==> src/rtl/ctrl_pkg.sv <==
// ----------------------------------------------------------------------------
// ctrl_pkg
//
// Shared definitions for the multicycle MIPS-subset control unit: the FSM
// state encoding, opcode/funct constants, ALU operation codes, ALU B-operand
// selector codes, PC source codes and the bundle of control outputs.
//
// Configuration macro: OVERFLOW_EXC_EN
//   When defined, the exception state ST_EXC exists and arithmetic overflow
//   or an undefined opcode traps to the exception vector.
// ----------------------------------------------------------------------------
package ctrl_pkg;

  // Cycles between presenting a memory address and having valid read data.
  localparam int MEM_WAIT_DEFAULT = 2;

  // FSM states. ST_FETCH and ST_MEM_RD are the counted memory-wait states,
  // ST_FETCH_LAST and ST_MEM_RD_LAST are the cycles where data is captured.
  typedef enum logic [3:0] {
    ST_RESET,
    ST_FETCH,
    ST_FETCH_LAST,
    ST_DECODE,
    ST_EXEC_R,
    ST_EXEC_I,
    ST_ALU_WB,
    ST_ADDR,
    ST_MEM_WR,
    ST_MEM_RD,
    ST_MEM_RD_LAST,
    ST_LW_WB,
    ST_BRANCH,
    ST_JUMP
`ifdef OVERFLOW_EXC_EN
    , ST_EXC
`endif
  } state_t;

  // Opcodes (IR[31:26]).
  localparam logic [5:0] OP_RTYPE = 6'h00;
  localparam logic [5:0] OP_J     = 6'h02;
  localparam logic [5:0] OP_BEQ   = 6'h04;
  localparam logic [5:0] OP_ADDI  = 6'h08;
  localparam logic [5:0] OP_LW    = 6'h23;
  localparam logic [5:0] OP_SW    = 6'h2B;

  // R-type funct codes (IR[5:0]).
  localparam logic [5:0] FN_ADD = 6'h20;
  localparam logic [5:0] FN_SUB = 6'h22;
  localparam logic [5:0] FN_AND = 6'h24;

  // ALU operation codes.
  localparam logic [2:0] ALU_PASS = 3'b000;
  localparam logic [2:0] ALU_ADD  = 3'b001;
  localparam logic [2:0] ALU_SUB  = 3'b010;
  localparam logic [2:0] ALU_AND  = 3'b011;

  // ALU B-operand selector.
  localparam logic [1:0] SRC_B_REG      = 2'b00;
  localparam logic [1:0] SRC_B_FOUR     = 2'b01;
  localparam logic [1:0] SRC_B_SEXT     = 2'b10;
  localparam logic [1:0] SRC_B_SEXT_SH2 = 2'b11;

  // PC source selector.
  localparam logic [1:0] PC_SRC_ALU    = 2'b00;
  localparam logic [1:0] PC_SRC_ALUOUT = 2'b01;
  localparam logic [1:0] PC_SRC_JUMP   = 2'b10;
  localparam logic [1:0] PC_SRC_EXC    = 2'b11;

  // Every datapath control the FSM drives, kept together so the whole set
  // can be registered in one place.
  typedef struct packed {
    logic       alu_src_a;
    logic [1:0] alu_src_b;
    logic [2:0] alu_op;
    logic       pc_write;
    logic [1:0] pc_source;
    logic       mem_wr;
    logic       i_or_d;
    logic       ir_write;
    logic       ab_load;
    logic       alu_out_load;
    logic       mdr_load;
    logic       reg_write;
    logic       reg_dst;
    logic       mem_to_reg;
    logic       epc_write;
  } ctrl_out_t;

  // True for the R-type operations that can overflow (signed add/sub).
  function automatic logic is_arith_funct(input logic [5:0] f);
    return (f == FN_ADD) || (f == FN_SUB);
  endfunction

endpackage

==> src/rtl/alu_op_decoder.sv <==
// ----------------------------------------------------------------------------
// alu_op_decoder
//
// Combinational translation of an R-type funct field into the ALU operation
// code used during the R-type execute cycle. Unrecognised funct values fall
// back to ADD.
//
// Ports:
//   funct   in  6  IR[5:0]
//   alu_op  out 3  ALU operation code (see ctrl_pkg ALU_*)
// ----------------------------------------------------------------------------
module alu_op_decoder
  import ctrl_pkg::*;
(
  input  logic [5:0] funct,
  output logic [2:0] alu_op
);

  // Straight lookup; ADD is the safe default for unsupported functs.
  always_comb begin
    alu_op = ALU_ADD;
    case (funct)
      FN_ADD:  alu_op = ALU_ADD;
      FN_SUB:  alu_op = ALU_SUB;
      FN_AND:  alu_op = ALU_AND;
      default: alu_op = ALU_ADD;
    endcase
  end

endmodule

==> src/rtl/multicycle_ctrl.sv <==
// ----------------------------------------------------------------------------
// multicycle_ctrl
//
// Moore-style control FSM for the multicycle MIPS-subset datapath. Sequences
// fetch, decode, execute, memory and writeback, and drives every datapath
// mux select and load enable. Outputs are registered; the only combinational
// terms are pc_write in BRANCH (taken when zero=1) and, with the exception
// feature, the overflow suppression of reg_write in ALU_WB.
//
// Parameters:
//   MEM_WAIT  cycles between memory address presentation and valid read data
//
// Configuration macro: OVERFLOW_EXC_EN
//   Defined   : add/sub/addi overflow in ALU_WB suppresses the register write
//               and traps to EXC; undefined opcodes also trap to EXC.
//   Undefined : overflow is ignored, epc_write stays 0, no EXC state.
//
// Ports:
//   clk           in  1  system clock, rising edge
//   reset         in  1  synchronous active-high reset
//   opcode        in  6  IR[31:26]
//   funct         in  6  IR[5:0]
//   zero          in  1  ALU zero flag
//   overflow      in  1  ALU overflow flag
//   alu_src_a     out 1  0=PC, 1=A
//   alu_src_b     out 2  00=B, 01=4, 10=sext imm, 11=sext imm<<2
//   alu_op        out 3  001=ADD, 010=SUB, 011=AND, 000=pass A
//   pc_write      out 1  load PC
//   pc_source     out 2  00=ALU, 01=ALUOut, 10=jump target, 11=exc vector
//   mem_wr        out 1  memory write strobe
//   i_or_d        out 1  memory address: 0=PC, 1=ALUOut
//   ir_write      out 1  load IR
//   ab_load       out 1  load A and B
//   alu_out_load  out 1  load ALUOut
//   mdr_load      out 1  load MDR
//   reg_write     out 1  register file write
//   reg_dst       out 1  0=rt, 1=rd
//   mem_to_reg    out 1  0=ALUOut, 1=MDR
//   epc_write     out 1  load EPC
// ----------------------------------------------------------------------------
module multicycle_ctrl
  import ctrl_pkg::*;
#(
  parameter int MEM_WAIT = MEM_WAIT_DEFAULT
)
(
  input  logic       clk,
  input  logic       reset,
  input  logic [5:0] opcode,
  input  logic [5:0] funct,
  input  logic       zero,
  input  logic       overflow,
  output logic       alu_src_a,
  output logic [1:0] alu_src_b,
  output logic [2:0] alu_op,
  output logic       pc_write,
  output logic [1:0] pc_source,
  output logic       mem_wr,
  output logic       i_or_d,
  output logic       ir_write,
  output logic       ab_load,
  output logic       alu_out_load,
  output logic       mdr_load,
  output logic       reg_write,
  output logic       reg_dst,
  output logic       mem_to_reg,
  output logic       epc_write
);

  // The wait counter only needs to reach MEM_WAIT-1.
  localparam int CNT_W = (MEM_WAIT > 1) ? $clog2(MEM_WAIT) : 1;
  localparam logic [CNT_W-1:0] CNT_LAST = CNT_W'(MEM_WAIT - 1);

  state_t           state;
  state_t           state_nxt;
  logic [CNT_W-1:0] wait_cnt;
  ctrl_out_t        outs_q;
  ctrl_out_t        outs_nxt;
  logic [2:0]       r_alu_op;
  logic             ovf_trap;

  alu_op_decoder u_alu_op_decoder (
    .funct  (funct),
    .alu_op (r_alu_op)
  );

`ifdef OVERFLOW_EXC_EN
  // Remembers whether the instruction now in ALU_WB is one that may trap.
  logic ovf_check_q;
  assign ovf_trap = (state == ST_ALU_WB) && ovf_check_q && overflow;
`else
  logic unused_overflow;
  assign unused_overflow = overflow;
  assign ovf_trap        = 1'b0;
`endif

  // Control values for the cycle spent in state 'nxt'. 'cur' is the state
  // being left, which tells ALU_WB whether it came from an R-type or an
  // immediate execute and therefore which register field is the target.
  function automatic ctrl_out_t decode_outputs(input state_t     nxt,
                                               input state_t     cur,
                                               input logic [2:0] r_op);
    ctrl_out_t o;
    o        = '0;
    o.alu_op = ALU_PASS;
    case (nxt)
      ST_FETCH_LAST: begin
        o.ir_write  = 1'b1;
        o.alu_src_a = 1'b0;
        o.alu_src_b = SRC_B_FOUR;
        o.alu_op    = ALU_ADD;
        o.pc_source = PC_SRC_ALU;
        o.pc_write  = 1'b1;
      end
      ST_DECODE: begin
        o.ab_load      = 1'b1;
        o.alu_src_a    = 1'b0;
        o.alu_src_b    = SRC_B_SEXT_SH2;
        o.alu_op       = ALU_ADD;
        o.alu_out_load = 1'b1;
      end
      ST_EXEC_R: begin
        o.alu_src_a    = 1'b1;
        o.alu_src_b    = SRC_B_REG;
        o.alu_op       = r_op;
        o.alu_out_load = 1'b1;
      end
      ST_EXEC_I, ST_ADDR: begin
        o.alu_src_a    = 1'b1;
        o.alu_src_b    = SRC_B_SEXT;
        o.alu_op       = ALU_ADD;
        o.alu_out_load = 1'b1;
      end
      ST_ALU_WB: begin
        o.reg_write  = 1'b1;
        o.mem_to_reg = 1'b0;
        o.reg_dst    = (cur == ST_EXEC_R);
      end
      ST_MEM_WR: begin
        o.i_or_d = 1'b1;
        o.mem_wr = 1'b1;
      end
      ST_MEM_RD: begin
        o.i_or_d = 1'b1;
      end
      ST_MEM_RD_LAST: begin
        o.i_or_d   = 1'b1;
        o.mdr_load = 1'b1;
      end
      ST_LW_WB: begin
        o.reg_write  = 1'b1;
        o.mem_to_reg = 1'b1;
        o.reg_dst    = 1'b0;
      end
      ST_BRANCH: begin
        // pc_write is added combinationally from the zero flag.
        o.alu_src_a = 1'b1;
        o.alu_src_b = SRC_B_REG;
        o.alu_op    = ALU_SUB;
        o.pc_source = PC_SRC_ALUOUT;
      end
      ST_JUMP: begin
        o.pc_source = PC_SRC_JUMP;
        o.pc_write  = 1'b1;
      end
`ifdef OVERFLOW_EXC_EN
      ST_EXC: begin
        o.epc_write = 1'b1;
        o.pc_source = PC_SRC_EXC;
        o.pc_write  = 1'b1;
      end
`endif
      default: o = '0;
    endcase
    return o;
  endfunction

  // Next-state logic. The memory-wait states hold until the counter reaches
  // its last value; everything else advances every cycle.
  always_comb begin
    state_nxt = state;
    case (state)
      ST_RESET:      state_nxt = ST_FETCH;
      ST_FETCH:      state_nxt = (wait_cnt == CNT_LAST) ? ST_FETCH_LAST : ST_FETCH;
      ST_FETCH_LAST: state_nxt = ST_DECODE;
      ST_DECODE: begin
        case (opcode)
          OP_RTYPE:     state_nxt = ST_EXEC_R;
          OP_ADDI:      state_nxt = ST_EXEC_I;
          OP_LW, OP_SW: state_nxt = ST_ADDR;
          OP_BEQ:       state_nxt = ST_BRANCH;
          OP_J:         state_nxt = ST_JUMP;
`ifdef OVERFLOW_EXC_EN
          default:      state_nxt = ST_EXC;
`else
          default:      state_nxt = ST_FETCH;
`endif
        endcase
      end
      ST_EXEC_R:     state_nxt = ST_ALU_WB;
      ST_EXEC_I:     state_nxt = ST_ALU_WB;
`ifdef OVERFLOW_EXC_EN
      ST_ALU_WB:     state_nxt = ovf_trap ? ST_EXC : ST_FETCH;
      ST_EXC:        state_nxt = ST_FETCH;
`else
      ST_ALU_WB:     state_nxt = ST_FETCH;
`endif
      ST_ADDR:       state_nxt = (opcode == OP_LW) ? ST_MEM_RD : ST_MEM_WR;
      ST_MEM_WR:     state_nxt = ST_FETCH;
      ST_MEM_RD:     state_nxt = (wait_cnt == CNT_LAST) ? ST_MEM_RD_LAST : ST_MEM_RD;
      ST_MEM_RD_LAST: state_nxt = ST_LW_WB;
      ST_LW_WB:      state_nxt = ST_FETCH;
      ST_BRANCH:     state_nxt = ST_FETCH;
      ST_JUMP:       state_nxt = ST_FETCH;
      default:       state_nxt = ST_RESET;
    endcase
  end

  // Output values for the upcoming state, captured on the same edge as the
  // state itself so that outputs never glitch through decode logic.
  always_comb begin
    outs_nxt = decode_outputs(state_nxt, state, r_alu_op);
  end

  // State, wait counter and registered outputs. Reset clears all outputs so
  // no write strobe can fire in the cycle after reset is seen. The counter
  // restarts at zero whenever the state changes.
  always_ff @(posedge clk) begin
    if (reset) begin
      state    <= ST_RESET;
      wait_cnt <= '0;
      outs_q   <= '0;
`ifdef OVERFLOW_EXC_EN
      ovf_check_q <= 1'b0;
`endif
    end else begin
      state    <= state_nxt;
      wait_cnt <= (state_nxt != state) ? '0 : wait_cnt + CNT_W'(1);
      outs_q   <= outs_nxt;
`ifdef OVERFLOW_EXC_EN
      ovf_check_q <= ((state == ST_EXEC_R) && is_arith_funct(funct)) ||
                     (state == ST_EXEC_I);
`endif
    end
  end

  assign alu_src_a    = outs_q.alu_src_a;
  assign alu_src_b    = outs_q.alu_src_b;
  assign alu_op       = outs_q.alu_op;
  assign pc_write     = outs_q.pc_write | ((state == ST_BRANCH) && zero);
  assign pc_source    = outs_q.pc_source;
  assign mem_wr       = outs_q.mem_wr;
  assign i_or_d       = outs_q.i_or_d;
  assign ir_write     = outs_q.ir_write;
  assign ab_load      = outs_q.ab_load;
  assign alu_out_load = outs_q.alu_out_load;
  assign mdr_load     = outs_q.mdr_load;
  assign reg_write    = outs_q.reg_write & ~ovf_trap;
  assign reg_dst      = outs_q.reg_dst;
  assign mem_to_reg   = outs_q.mem_to_reg;
  // Only the EXC state ever sets this field, so it is constant 0 without
  // the exception feature.
  assign epc_write    = outs_q.epc_write;

endmodule

==> config.mk <==
export PLATFORM = sky130hd
export DESIGN_NAME = multicycle_ctrl
export DESIGN_NICKNAME = d
export VERILOG_FILES = /design/src/rtl/ctrl_pkg.sv /design/src/rtl/alu_op_decoder.sv /design/src/rtl/multicycle_ctrl.sv
export SDC_FILE = /design/constraint.sdc
export NUM_CORES = 1
export LEC_CHECK = 0
export CAP_MARGIN = 20
export CORE_ASPECT_RATIO = 0.9
export CORE_UTILIZATION = 44
export CTS_CLUSTER_SIZE = 25
export DETAILED_ROUTE_END_ITERATION = 16
export PLACE_DENSITY = 0.76
export SYNTH_ARGS = -nofsm -noshare
export SYNTH_HDL_FRONTEND = slang
export SYNTH_HIERARCHICAL = 1
export SYNTH_SLANG_ARGS = --single-unit
==> constraint.sdc <==
create_clock -name clk -period 4.36 [get_ports clk]
set_input_delay 1.308 -clock clk [delete_from_list [all_inputs] [get_ports clk]]
set_output_delay 1.308 -clock clk [all_outputs]
set_load 0.03 [all_outputs]
==> metrics <==
Total Routing Usage GR=16.0%; main area contributors after synthesis=dfxtp_1 (41%), buf_4 (6.6%), nor2_1 (5.0%), a21oi_1 (2.7%), nand3b_1 (2.7%); via count=~900; Seq cells post-synth=23; antenna-violating nets left=0; Final GP Congestion=around 0.78; RSZ-0062 raised after global routing=false; Clock Skew=around 0.0045 ns; Final Hold Fails=0; fin crit period=just under 4 ns; most used cell, CP=clkdlybuf4s50_1; Hold Buf Count CTS=0; Crit Path Category=input pin to output pin; CTS Sinks=23; mux cell area share after synthesis=less than 1%; setup TNS=0 ns; DP Cell Count=164; Critical Path End Type=output pin; layout cells sized above 1=10.0%; Yosys top cell by area=dfxtp_1; Yosys warning total=6; antenna cells=0; Critical Path, Cell by Cell=clkdlybuf4s50_1 > a41o_1 > clkdlybuf4s50_1; Max-slew headroom=44.8%; most common cell in the netlist=dfxtp_1; Post-Synth XOR/XNOR Area=~2.3%; syn_area_per_cell=roughly 9.5 sq um; CP delay by family, top=buffers and inverters; clock tree buffer depth=2; max reg flops=4; nets=between 150 and 200; Syn-to-layout area delta=24.6%; first-pass GRT wire length=3480 um; synthesized cell area=approximately 1100 sq um; fill count=about 220; post-synthesis simple-gate area fraction=30.5%; outcome=finished clean; Rows=17; Worst Hold Class=register to register; Root Driver=clkbuf_4; H-tree Lvls=1; register area share after synthesis=40.7%; CP Buf/Inv Count=2; Post-synth EDFFs=0; die height=~50 um; TritonCTS clock tree=done; Port Buf Inserts=32; Max stage delay on crit path=roughly 0.66 ns; footprint of the multi-input gates=between 500 and 600 sq um; Starting Density=a little under half; clk_lat worst skew=0.31 ns; Post-Syn Nets=around 140; Reg area=460 sq um; Pins Over Slew Limit=0; DRC Markers=0; drt total wl=~2100 um; Worst Path Max Fanout=1; clock-pin slew on the worst setup and hold paths=0.12 ns; DIE WIDTH=55.4 um; post-place setup slack=about 0.46 ns; Finished Layout Cells=168; Overall Power=about 370 uW; Post-synth top cells=dfxtp_1 (23), nor2_1 (15), buf_4 (10); grt ovf=0; Avg Vias per Cell=5.41; post-DP HPWL=between 1500 and 2000 um; VDD IR max=167 uV; top_reg_cell synth=dfxtp_1; post-synthesis compound-gate area fraction=between 10% and 20%; CTS resizes=0; CTS buffer count=3; share of the synthesized area in the top cell type=roughly 41%; Critical Path RT=just over 3 ns; synth unique cells=48; largest register by flop count=state; Worst Path Arrival=between 2 and 3 ns; drt wl/cell=between 10 and 15 um; 1st-iter DRT viols=14; Worst path slowest cell=clkdlybuf4s50_1; largest family of logic cells by synthesized area=simple AND/OR/NAND/NOR gates; # setup viols final=0; die area=2780 sq um; largest net degree at the start of global routing=16; P_leak=between 0.5 and 0.6 nW; worst setup margin=about 0.46 ns; vias in the first global route=around 810; async set-or-reset flop fraction in the synthesized netlist=0%; Max Cap Viol=0; Pre-antenna DRT Iters=6; max frequency=257 MHz; Mapped Cells=around 120; fin crit share=roughly 89%; Post-CTS Setup Inserts=0; initial antenna violation count=0; io pins=35; Worst Tran Pin Value=a little over 0.8 ns; area of the core=about 2400 sq um; Pwr per Cell Area=approximately 260 nW/um^2; Worst setup SP type=input pin; Synth Area in Adders=0%
-- cells by family (layout without fill, tap and decap cells) --
| family | after synthesis | in the layout |
|---|---|---|
| other cells | 2 | 2 |
| buf+inv | 18 | 39 |
| simple gates | 50 | 50 |
| xor+xnor | 3 | 3 |
| flops | 23 | 23 |
| compound gates | 22 | 22 |
| mux | 1 | 1 |
-- metrics by stage --
stage	hold slack [ns]	util, %	instance area [sq um]
floorplan	0.459	-	1130
global placement	0.490	56.5	1380
detailed placement	0.493	56.5	1380
CTS	0.510	57.6	1410
global route	0.551	57.6	1410
finish	0.512	57.6	1410
-- worst paths after layout --
path	startpoint	endpoint	slack, ns	cells past startpoint
max	zero	pc_write	0.46	3
min	wait_cnt$_SDFF_PP0_	wait_cnt$_SDFF_PP0_	0.51	1
max reg2reg	state[1]$_SDFF_PP0_	alu_op[0]$_SDFF_PP0_	2.16	5
min reg2reg	wait_cnt$_SDFF_PP0_	wait_cnt$_SDFF_PP0_	0.51	1
-- layout by cell type, fill, tap and decap left out, types with 2 or more instances in the layout --
cell / n
nor2b_1: 2
xnor2_1: 2
inv_1: 3
and2_1: 3
conb_1: 2
nor3_1: 4
nand2_1: 4
nand3_1: 2
clkdlybuf4s50_1: 32
clkbuf_4: 3
nor4_1: 2
nor2_1: 15
dfxtp_1: 23
o21ai_0: 2
nand3b_1: 4
a21oi_1: 6
-- area by class of cell --
type                       count  area share, %
clock buffer                   3           1.60
clock inverter                 1          0.355
inverter                       3          0.799
multi-input combinational     78           39.3
sequential                    23           32.7
tap                           28           2.49
timing repair buffer          32           22.7
-- layer usage --
layer	track usage [%]	routed length [um]	vias up
met5	0	0	-
li1	-	-	452
met2	27.9	1060	33
met4	7.50	34	0
met3	1.57	84	4
met1	19.9	893	420
-- power breakdown --
group / leakage [nW] / switching (mW) / internal (mW) / total, mW
Clock: 0.0177 / 0.0606 / 0.0342 / 0.0949
Sequential: 0.186 / 0.00676 / 0.215 / 0.222
Combinational: 0.332 / 0.0283 / 0.0267 / 0.0549
Total: 0.535 / 0.0956 / 0.276 / 0.371
(Power assumes the default switching activity.)
